### src/rtl/shift_pipe_if.sv
// Handshake bundle for the pipelined shift unit (issue side in_*, result side out_*).
// Shared by the unit (slave) and whoever issues operations and consumes results (master).
interface shift_pipe_if #(
  parameter int WIDTH = 16,
  parameter int TAG_W = 4
);
  localparam int CNT_W = $clog2(WIDTH);

  logic             in_valid;
  logic             in_ready;
  logic [WIDTH-1:0] in_data;
  logic [CNT_W-1:0] in_cnt;
  logic [1:0]       in_op;
  logic [TAG_W-1:0] in_tag;

  logic             out_valid;
  logic             out_ready;
  logic [WIDTH-1:0] out_data;
  logic             out_zero;
  logic             out_ill;
  logic [TAG_W-1:0] out_tag;

  // Valid/ready: a beat transfers on a rising edge where valid and ready are both 1.
  // While valid=1 and ready=0, the producer holds its payload unchanged.
  // The unit's in_ready depends combinationally on out_ready.
  // The unit never drops out_valid before the result has transferred.
  modport master (
    output in_valid, in_data, in_cnt, in_op, in_tag, out_ready,
    input  in_ready, out_valid, out_data, out_zero, out_ill, out_tag
  );

  modport slave (
    input  in_valid, in_data, in_cnt, in_op, in_tag, out_ready,
    output in_ready, out_valid, out_data, out_zero, out_ill, out_tag
  );
endinterface

### src/rtl/shift_pipe.sv
// Pipelined barrel shifter/rotator (ROL/SLL/ROR/SRA) with tag sideband and valid/ready flow control.
// Define ROTATE_EN to build the rotate datapath; without it ROL/ROR return 0 with out_ill set.
module shift_pipe #(
  parameter int WIDTH  = 16,
  parameter int STAGES = 1,
  parameter int TAG_W  = 4
) (
  input logic         clk,
  input logic         rst_n,
  shift_pipe_if.slave bus
);
  localparam int CNT_W = $clog2(WIDTH);
  localparam int LAST  = STAGES - 1;

  localparam logic [1:0] OP_ROL = 2'b00;
  localparam logic [1:0] OP_SLL = 2'b01;
  localparam logic [1:0] OP_SRA = 2'b11;

  // Stage registers; entry i is the output register of pipe stage i.
  logic [STAGES-1:0] validQ;
  logic [WIDTH-1:0]  dataQ [STAGES];
  logic [TAG_W-1:0]  tagQ  [STAGES];
  logic              zeroQ;
  logic              illQ;

  // Per-stage inputs, results and advance enables.
  logic [STAGES-1:0] stValid;
  logic [WIDTH-1:0]  stData [STAGES];
  logic [CNT_W-1:0]  stCnt  [STAGES];
  logic [1:0]        stOp   [STAGES];
  logic [TAG_W-1:0]  stTag  [STAGES];
  logic [WIDTH-1:0]  stOut  [STAGES];
  logic [STAGES-1:0] adv;

  logic              lastIll;
  logic [WIDTH-1:0]  lastRes;

  // One binary sub-stage: move x by 2^k positions according to op.
  function automatic logic [WIDTH-1:0] shiftStep(input logic [WIDTH-1:0] x,
                                                 input logic [1:0] op, input int k);
    logic [WIDTH-1:0] r;
    int amt;
    amt = 1 << k;
    case (op)
      OP_SLL: r = x << amt;
      OP_SRA: r = $unsigned($signed(x) >>> amt);
`ifdef ROTATE_EN
      OP_ROL: r = (x << amt) | (x >> (WIDTH - amt));
      default: r = (x >> amt) | (x << (WIDTH - amt));
`else
      default: r = '0;
`endif
    endcase
    return r;
  endfunction

  assign stValid[0] = bus.in_valid;
  assign stData[0]  = bus.in_data;
  assign stCnt[0]   = bus.in_cnt;
  assign stOp[0]    = bus.in_op;
  assign stTag[0]   = bus.in_tag;

  for (genvar s = 1; s < STAGES; s++) begin : g_fwd
    assign stValid[s] = validQ[s-1];
    assign stData[s]  = dataQ[s-1];
    assign stTag[s]   = tagQ[s-1];
  end

  // Count and op are only needed by stages that still have sub-stages to apply.
  if (STAGES > 1) begin : g_ctrl
    logic [CNT_W-1:0] cntQ [STAGES-1];
    logic [1:0]       opQ  [STAGES-1];

    always_ff @(posedge clk or negedge rst_n) begin
      if (!rst_n) begin
        for (int s = 0; s < STAGES - 1; s++) begin
          cntQ[s] <= '0;
          opQ[s]  <= '0;
        end
      end else begin
        for (int s = 0; s < STAGES - 1; s++) begin
          if (adv[s] && stValid[s]) begin
            cntQ[s] <= stCnt[s];
            opQ[s]  <= stOp[s];
          end
        end
      end
    end

    for (genvar s = 1; s < STAGES; s++) begin : g_ctrl_fwd
      assign stCnt[s] = cntQ[s-1];
      assign stOp[s]  = opQ[s-1];
    end
  end

  // Stage i advances if any stage from i onward is empty or the consumer takes the result.
  always_comb begin
    logic allFull;
    allFull = 1'b1;
    adv     = '0;
    for (int s = LAST; s >= 0; s--) begin
      allFull = allFull & validQ[s];
      adv[s]  = bus.out_ready | !allFull;
    end
  end

  // Sub-stage k belongs to pipe stage floor(k*STAGES/CNT_W).
  always_comb begin
    logic [WIDTH-1:0] acc;
    acc = '0;
    for (int s = 0; s < STAGES; s++) begin
      acc = stData[s];
      for (int k = 0; k < CNT_W; k++) begin
        if (((k * STAGES) / CNT_W) == s && stCnt[s][k]) begin
          acc = shiftStep(acc, stOp[s], k);
        end
      end
      stOut[s] = acc;
    end
  end

`ifdef ROTATE_EN
  assign lastIll = 1'b0;
`else
  assign lastIll = !stOp[LAST][0];
`endif
  assign lastRes = lastIll ? '0 : stOut[LAST];

  // Payload only loads with a valid op, so idle cycles never disturb stage contents.
  always_ff @(posedge clk or negedge rst_n) begin
    if (!rst_n) begin
      validQ <= '0;
      zeroQ  <= 1'b0;
      illQ   <= 1'b0;
      for (int s = 0; s < STAGES; s++) begin
        dataQ[s] <= '0;
        tagQ[s]  <= '0;
      end
    end else begin
      for (int s = 0; s < STAGES; s++) begin
        if (adv[s]) begin
          validQ[s] <= stValid[s];
          if (stValid[s]) begin
            dataQ[s] <= (s == LAST) ? lastRes : stOut[s];
            tagQ[s]  <= stTag[s];
          end
        end
      end
      if (adv[LAST] && stValid[LAST]) begin
        zeroQ <= (lastRes == '0);
        illQ  <= lastIll;
      end
    end
  end

  assign bus.in_ready  = adv[0];
  assign bus.out_valid = validQ[LAST];
  assign bus.out_data  = dataQ[LAST];
  assign bus.out_tag   = tagQ[LAST];
  assign bus.out_zero  = zeroQ;
  assign bus.out_ill   = illQ;
endmodule

### src/flat_wrapper.sv
// flat-port wrapper written by rule: the top's interface ports become plain ports
module shift_pipe_flat 
#(
  parameter int WIDTH  = 16,
  parameter int STAGES = 1,
  parameter int TAG_W  = 4
)
  (clk, rst_n, bus_in_valid, bus_in_data, bus_in_cnt, bus_in_op, bus_in_tag, bus_out_ready, bus_in_ready, bus_out_valid, bus_out_data, bus_out_zero, bus_out_ill, bus_out_tag);
  shift_pipe_if #(.WIDTH(WIDTH), .TAG_W(TAG_W)) bus_i ();
  input logic clk;
  input logic rst_n;
  input wire logic [$bits(bus_i.in_valid)-1:0] bus_in_valid;
  input wire logic [$bits(bus_i.in_data)-1:0] bus_in_data;
  input wire logic [$bits(bus_i.in_cnt)-1:0] bus_in_cnt;
  input wire logic [$bits(bus_i.in_op)-1:0] bus_in_op;
  input wire logic [$bits(bus_i.in_tag)-1:0] bus_in_tag;
  input wire logic [$bits(bus_i.out_ready)-1:0] bus_out_ready;
  output wire logic [$bits(bus_i.in_ready)-1:0] bus_in_ready;
  output wire logic [$bits(bus_i.out_valid)-1:0] bus_out_valid;
  output wire logic [$bits(bus_i.out_data)-1:0] bus_out_data;
  output wire logic [$bits(bus_i.out_zero)-1:0] bus_out_zero;
  output wire logic [$bits(bus_i.out_ill)-1:0] bus_out_ill;
  output wire logic [$bits(bus_i.out_tag)-1:0] bus_out_tag;
  assign bus_i.in_valid = bus_in_valid;
  assign bus_i.in_data = bus_in_data;
  assign bus_i.in_cnt = bus_in_cnt;
  assign bus_i.in_op = bus_in_op;
  assign bus_i.in_tag = bus_in_tag;
  assign bus_i.out_ready = bus_out_ready;
  assign bus_in_ready = bus_i.in_ready;
  assign bus_out_valid = bus_i.out_valid;
  assign bus_out_data = bus_i.out_data;
  assign bus_out_zero = bus_i.out_zero;
  assign bus_out_ill = bus_i.out_ill;
  assign bus_out_tag = bus_i.out_tag;
  shift_pipe #(.WIDTH(WIDTH), .STAGES(STAGES), .TAG_W(TAG_W)) u_core (.clk(clk), .rst_n(rst_n), .bus(bus_i));
endmodule
### config.mk
export PLATFORM = sky130hd
export DESIGN_NAME = shift_pipe_flat
export DESIGN_NICKNAME = d
export VERILOG_FILES = /design/src/rtl/shift_pipe_if.sv /design/src/rtl/shift_pipe.sv /design/src/flat_wrapper.sv
export SDC_FILE = /design/constraint.sdc
export NUM_CORES = 1
export LEC_CHECK = 0
export BUFFER_PORTS_ARGS = -buffer_cell sky130_fd_sc_hd__buf_2
export CAP_MARGIN = 0
export CORE_ASPECT_RATIO = 1.4
export CORE_UTILIZATION = 40
export CTS_BUF_LIST = sky130_fd_sc_hd__clkbuf_16
export DETAILED_ROUTE_END_ITERATION = 8
export PLACE_DENSITY = 0.73
export SETUP_SLACK_MARGIN = 0.2
export SYNTH_ARGS = -nofsm -noshare
export SYNTH_HDL_FRONTEND = slang
export SYNTH_SLANG_ARGS = --single-unit
### constraint.sdc
create_clock -name clk -period 3.23 [get_ports clk]
set_input_delay 0.1615 -clock clk [delete_from_list [all_inputs] [get_ports clk]]
set_output_delay 0.1615 -clock clk [all_outputs]
set_load 0.01 [all_outputs]
==> results.txt <==
outcome - completed
class of the worst hold path - input pin to flip-flop
aggregate routed wire length - 8810 um
Min Hold Slack - 0.143 ns
Starting Density - 0.414
vias in the first global route - 2682
Yosys cell types - 63
sequential fraction of the synthesis area - 0.226
CP required - 3.42 ns
syn nets - 351
max cap viols - 0
top-count cell post-synth - nand2_1
Synth top area share - 0.226
Num CTS Buffers - 3
Psw - 0.000339 W
Ys Warns - 0
Async SR Flop Fraction - 1.00
Avg WL per Cell - 20.0 um
Critical Path, Cell by Cell - buf_2, buf_4, mux2i_1, o22ai_1, or3_1, a21o_1, o31ai_1, nand4_1, nor4_1, a41o_1
ys flop type - dfrtp_1
skew final - 0.000796 ns
Gate power share - 0.394
Power Density - 333 mW/mm^2
# resized after CTS - 0
Clk Latency, worst-skew pair - 0.25 ns
CTS root buffer - clkbuf_16
cell family with most CP delay - simple AND/OR/NAND/NOR gates
initial drt markers - 371
global placement routability congestion - 0.989
Cell Area, Synth - 0.00255 mm^2
Final TNS setup - 0 ns
CP max FO - 22
final-report max-slew violation count - 0
Yosys top cell by area - dfrtp_1
fraction of layout cells with a size suffix above 1 - 0.261
Final min period - 2.45 ns
crit path launch type - input pin
Switching Fraction - 0.346
Crit Reg-Reg Endpoint - u_core.bus.out_zero
RSZ-0062 raised after global routing - false
# setup viols final - 0
CP bufs+invs - 2
slew margin rel. - 0.390
Hold Path Stages - 2
Synth top cells by count - nand2_1 (35), dfrtp_1 (23), nor2_1 (23)
CTS tree - yes
final cell count without fillers - 440
Max clock buf depth - 2
PortBufs - 53
Hold Crit Start - bus_in_tag[0]
Max stage delay on crit path - 0.42 ns
largest net degree at the start of global routing - 31
Hold Path End - u_core.bus.out_tag[0]
Post-Syn Instances - 321
fin nets - 399
Slew @ Worst Pin - 0.891 ns
Worst-path clk slew - 0.06 ns
DRC Markers - 0
R2R Setup Slk - 1.67 ns
I/O pins - 54
Most Crowded Layer GR - met2
Die ar. - 0.00671 mm^2
H-tree Lvls - 1
die height - 96.5 um
Crit Path Class - input pin to flip-flop
share of total power in the clock network - 0.260
Die X - 69.5 um
dpl cells - 435
final period utilization - 0.758
Post-Syn Area per Cell - 7.95 um^2
CTS Sinks - 23
Leak Pwr - 1.34 nW
GR Layer Usage met3 - 0.0259
first-pass GRT wire length - 14100 um
VDD IR max - 0.000363 V
initial antenna violation count - 0
FF+latch count, synth - 23
worst r2r src - u_core.bus.out_valid
met2 usage - 0.463
drt pass-1 iters - 5
Core ar. - 0.00617 mm^2
Std-Cell Rows - 34
FF-to-FF path depth - 6
total grt overflow - 0
number of vias per cell - 6.54
Final ANT Viol Nets - 0
total track usage - 0.266
CP Capture Type - flip-flop
Sequential Power Share - 0.346
Fmax achieved - 0.408 GHz
met1 Usage GRT - 0.312
Ant. Diodes - 0
Post-synth EDFFs - 0
Cell Int Power - 0.000641 W
Arr. time, crit path - 2.64 ns
hpwl dp - 6840 um
top cells by area, synth - dfrtp_1 (23%), mux2i_1 (7.1%), mux2_2 (6.6%)
critical path's slowest cell - or3_1
Area Growth Syn to Fin - 15.3%
Final Hold Violating Endpoints - 0
Vias - 2879
## logic make-up (layout without fill, tap and decap cells)
family / count (synthesis) / in the layout / synth area share
flip-flops: 23 / 23 / 0.226
multiplexers: 35 / 35 / 0.146
AO/OA/AOI/OAI: 121 / 121 / 0.333
buffers and inverters: 31 / 78 / 0.0726
AND/OR/NAND/NOR: 111 / 111 / 0.224
## layout by cell type (no fill, tap or decap), types with 5 or more instances in the layout
cell	synthesis	final
o22ai_1	7	7
nor2_1	23	23
a21o_1	5	5
a21oi_1	20	20
a31oi_1	7	7
o21ai_0	21	21
mux2i_1	18	18
buf_4	2	15
dfrtp_1	23	23
a22oi_1	5	5
a211oi_1	11	11
nor2b_1	8	8
nand2b_1	11	11
nand3_1	5	5
inv_1	4	5
buf_2	7	53
nand2_1	35	35
and2_1	8	8
mux2_2	15	15
## flip-flops by register name, summed over array words and instances, names as in the netlist
signal	count
u_core.bus.out_data	16
u_core.bus.out_ill	1
u_core.bus.out_tag	4
u_core.bus.out_zero	1
u_core.bus.out_valid	1
## through the flow
stage / power [W] / instance area, um^2 / setup slack (ns) / utilization
finish: 0.000980 / 2940 / 0.781 / 0.477
global route: 0.00103 / 2940 / 0.627 / 0.477
CTS: 0.000980 / 2940 / 0.806 / 0.477
detailed placement: 0.000721 / 2850 / 0.557 / 0.462
global placement: 0.000721 / 2850 / 0.617 / 0.462
floorplan: 0.000585 / 2550 / 1.23 / -
## worst reg2reg max path, stage by stage (launching register included)
cell	delay, ns
dfrtp_1	0.37
nand2b_1	0.18
nand2_1	0.12
a211oi_2	0.19
nand4_1	0.12
nor4_1	0.31
a41o_1	0.20
## routing by layer
| layer | share of wire | routed length (um) |
|---|---|---|
| met3 | 0.057 | 499 |
| met4 | 0.064 | 561 |
| met1 | 0.40 | 3500 |
| met2 | 0.48 | 4250 |
| met5 | 0 | 0 |
## power groups by stage
stage	registers, W	logic (W)	clock network [W]
after detailed placement	0.000344	0.000377	0
after global routing	0.000344	0.000418	0.000272
after floorplan	0.000360	0.000225	0
after CTS	0.000340	0.000380	0.000259
after global placement	0.000343	0.000377	0
final	0.000339	0.000386	0.000254
## worst max-delay path by stage
stage / from / to / cells after the start
after floorplan: bus_in_op[0] / u_core.bus.out_zero / 10
after global placement: bus_in_cnt[0] / u_core.bus.out_zero / 10
after detailed placement: bus_in_cnt[0] / u_core.bus.out_zero / 10
after CTS: bus_in_cnt[0] / u_core.bus.out_zero / 10
after global routing: bus_in_cnt[0] / u_core.bus.out_zero / 10
final: bus_in_cnt[0] / u_core.bus.out_zero / 10
## layout make-up
cell class	count	area (um^2)
Fill cell	625	3230
Multi-Input combinational cell	267	1790
Sequential cell	23	576
Timing Repair Buffer	69	388
Tap cell	72	90.1
Clock buffer	3	75.1
Inverter	5	18.8
Clock inverter	1	3.75
## timing repair
item,CTS,global route
buffers inserted,0,0
hold endpoints to repair,23,0
hold buffers,1,0
No activity file was read; power rests on OpenSTA's default activity.
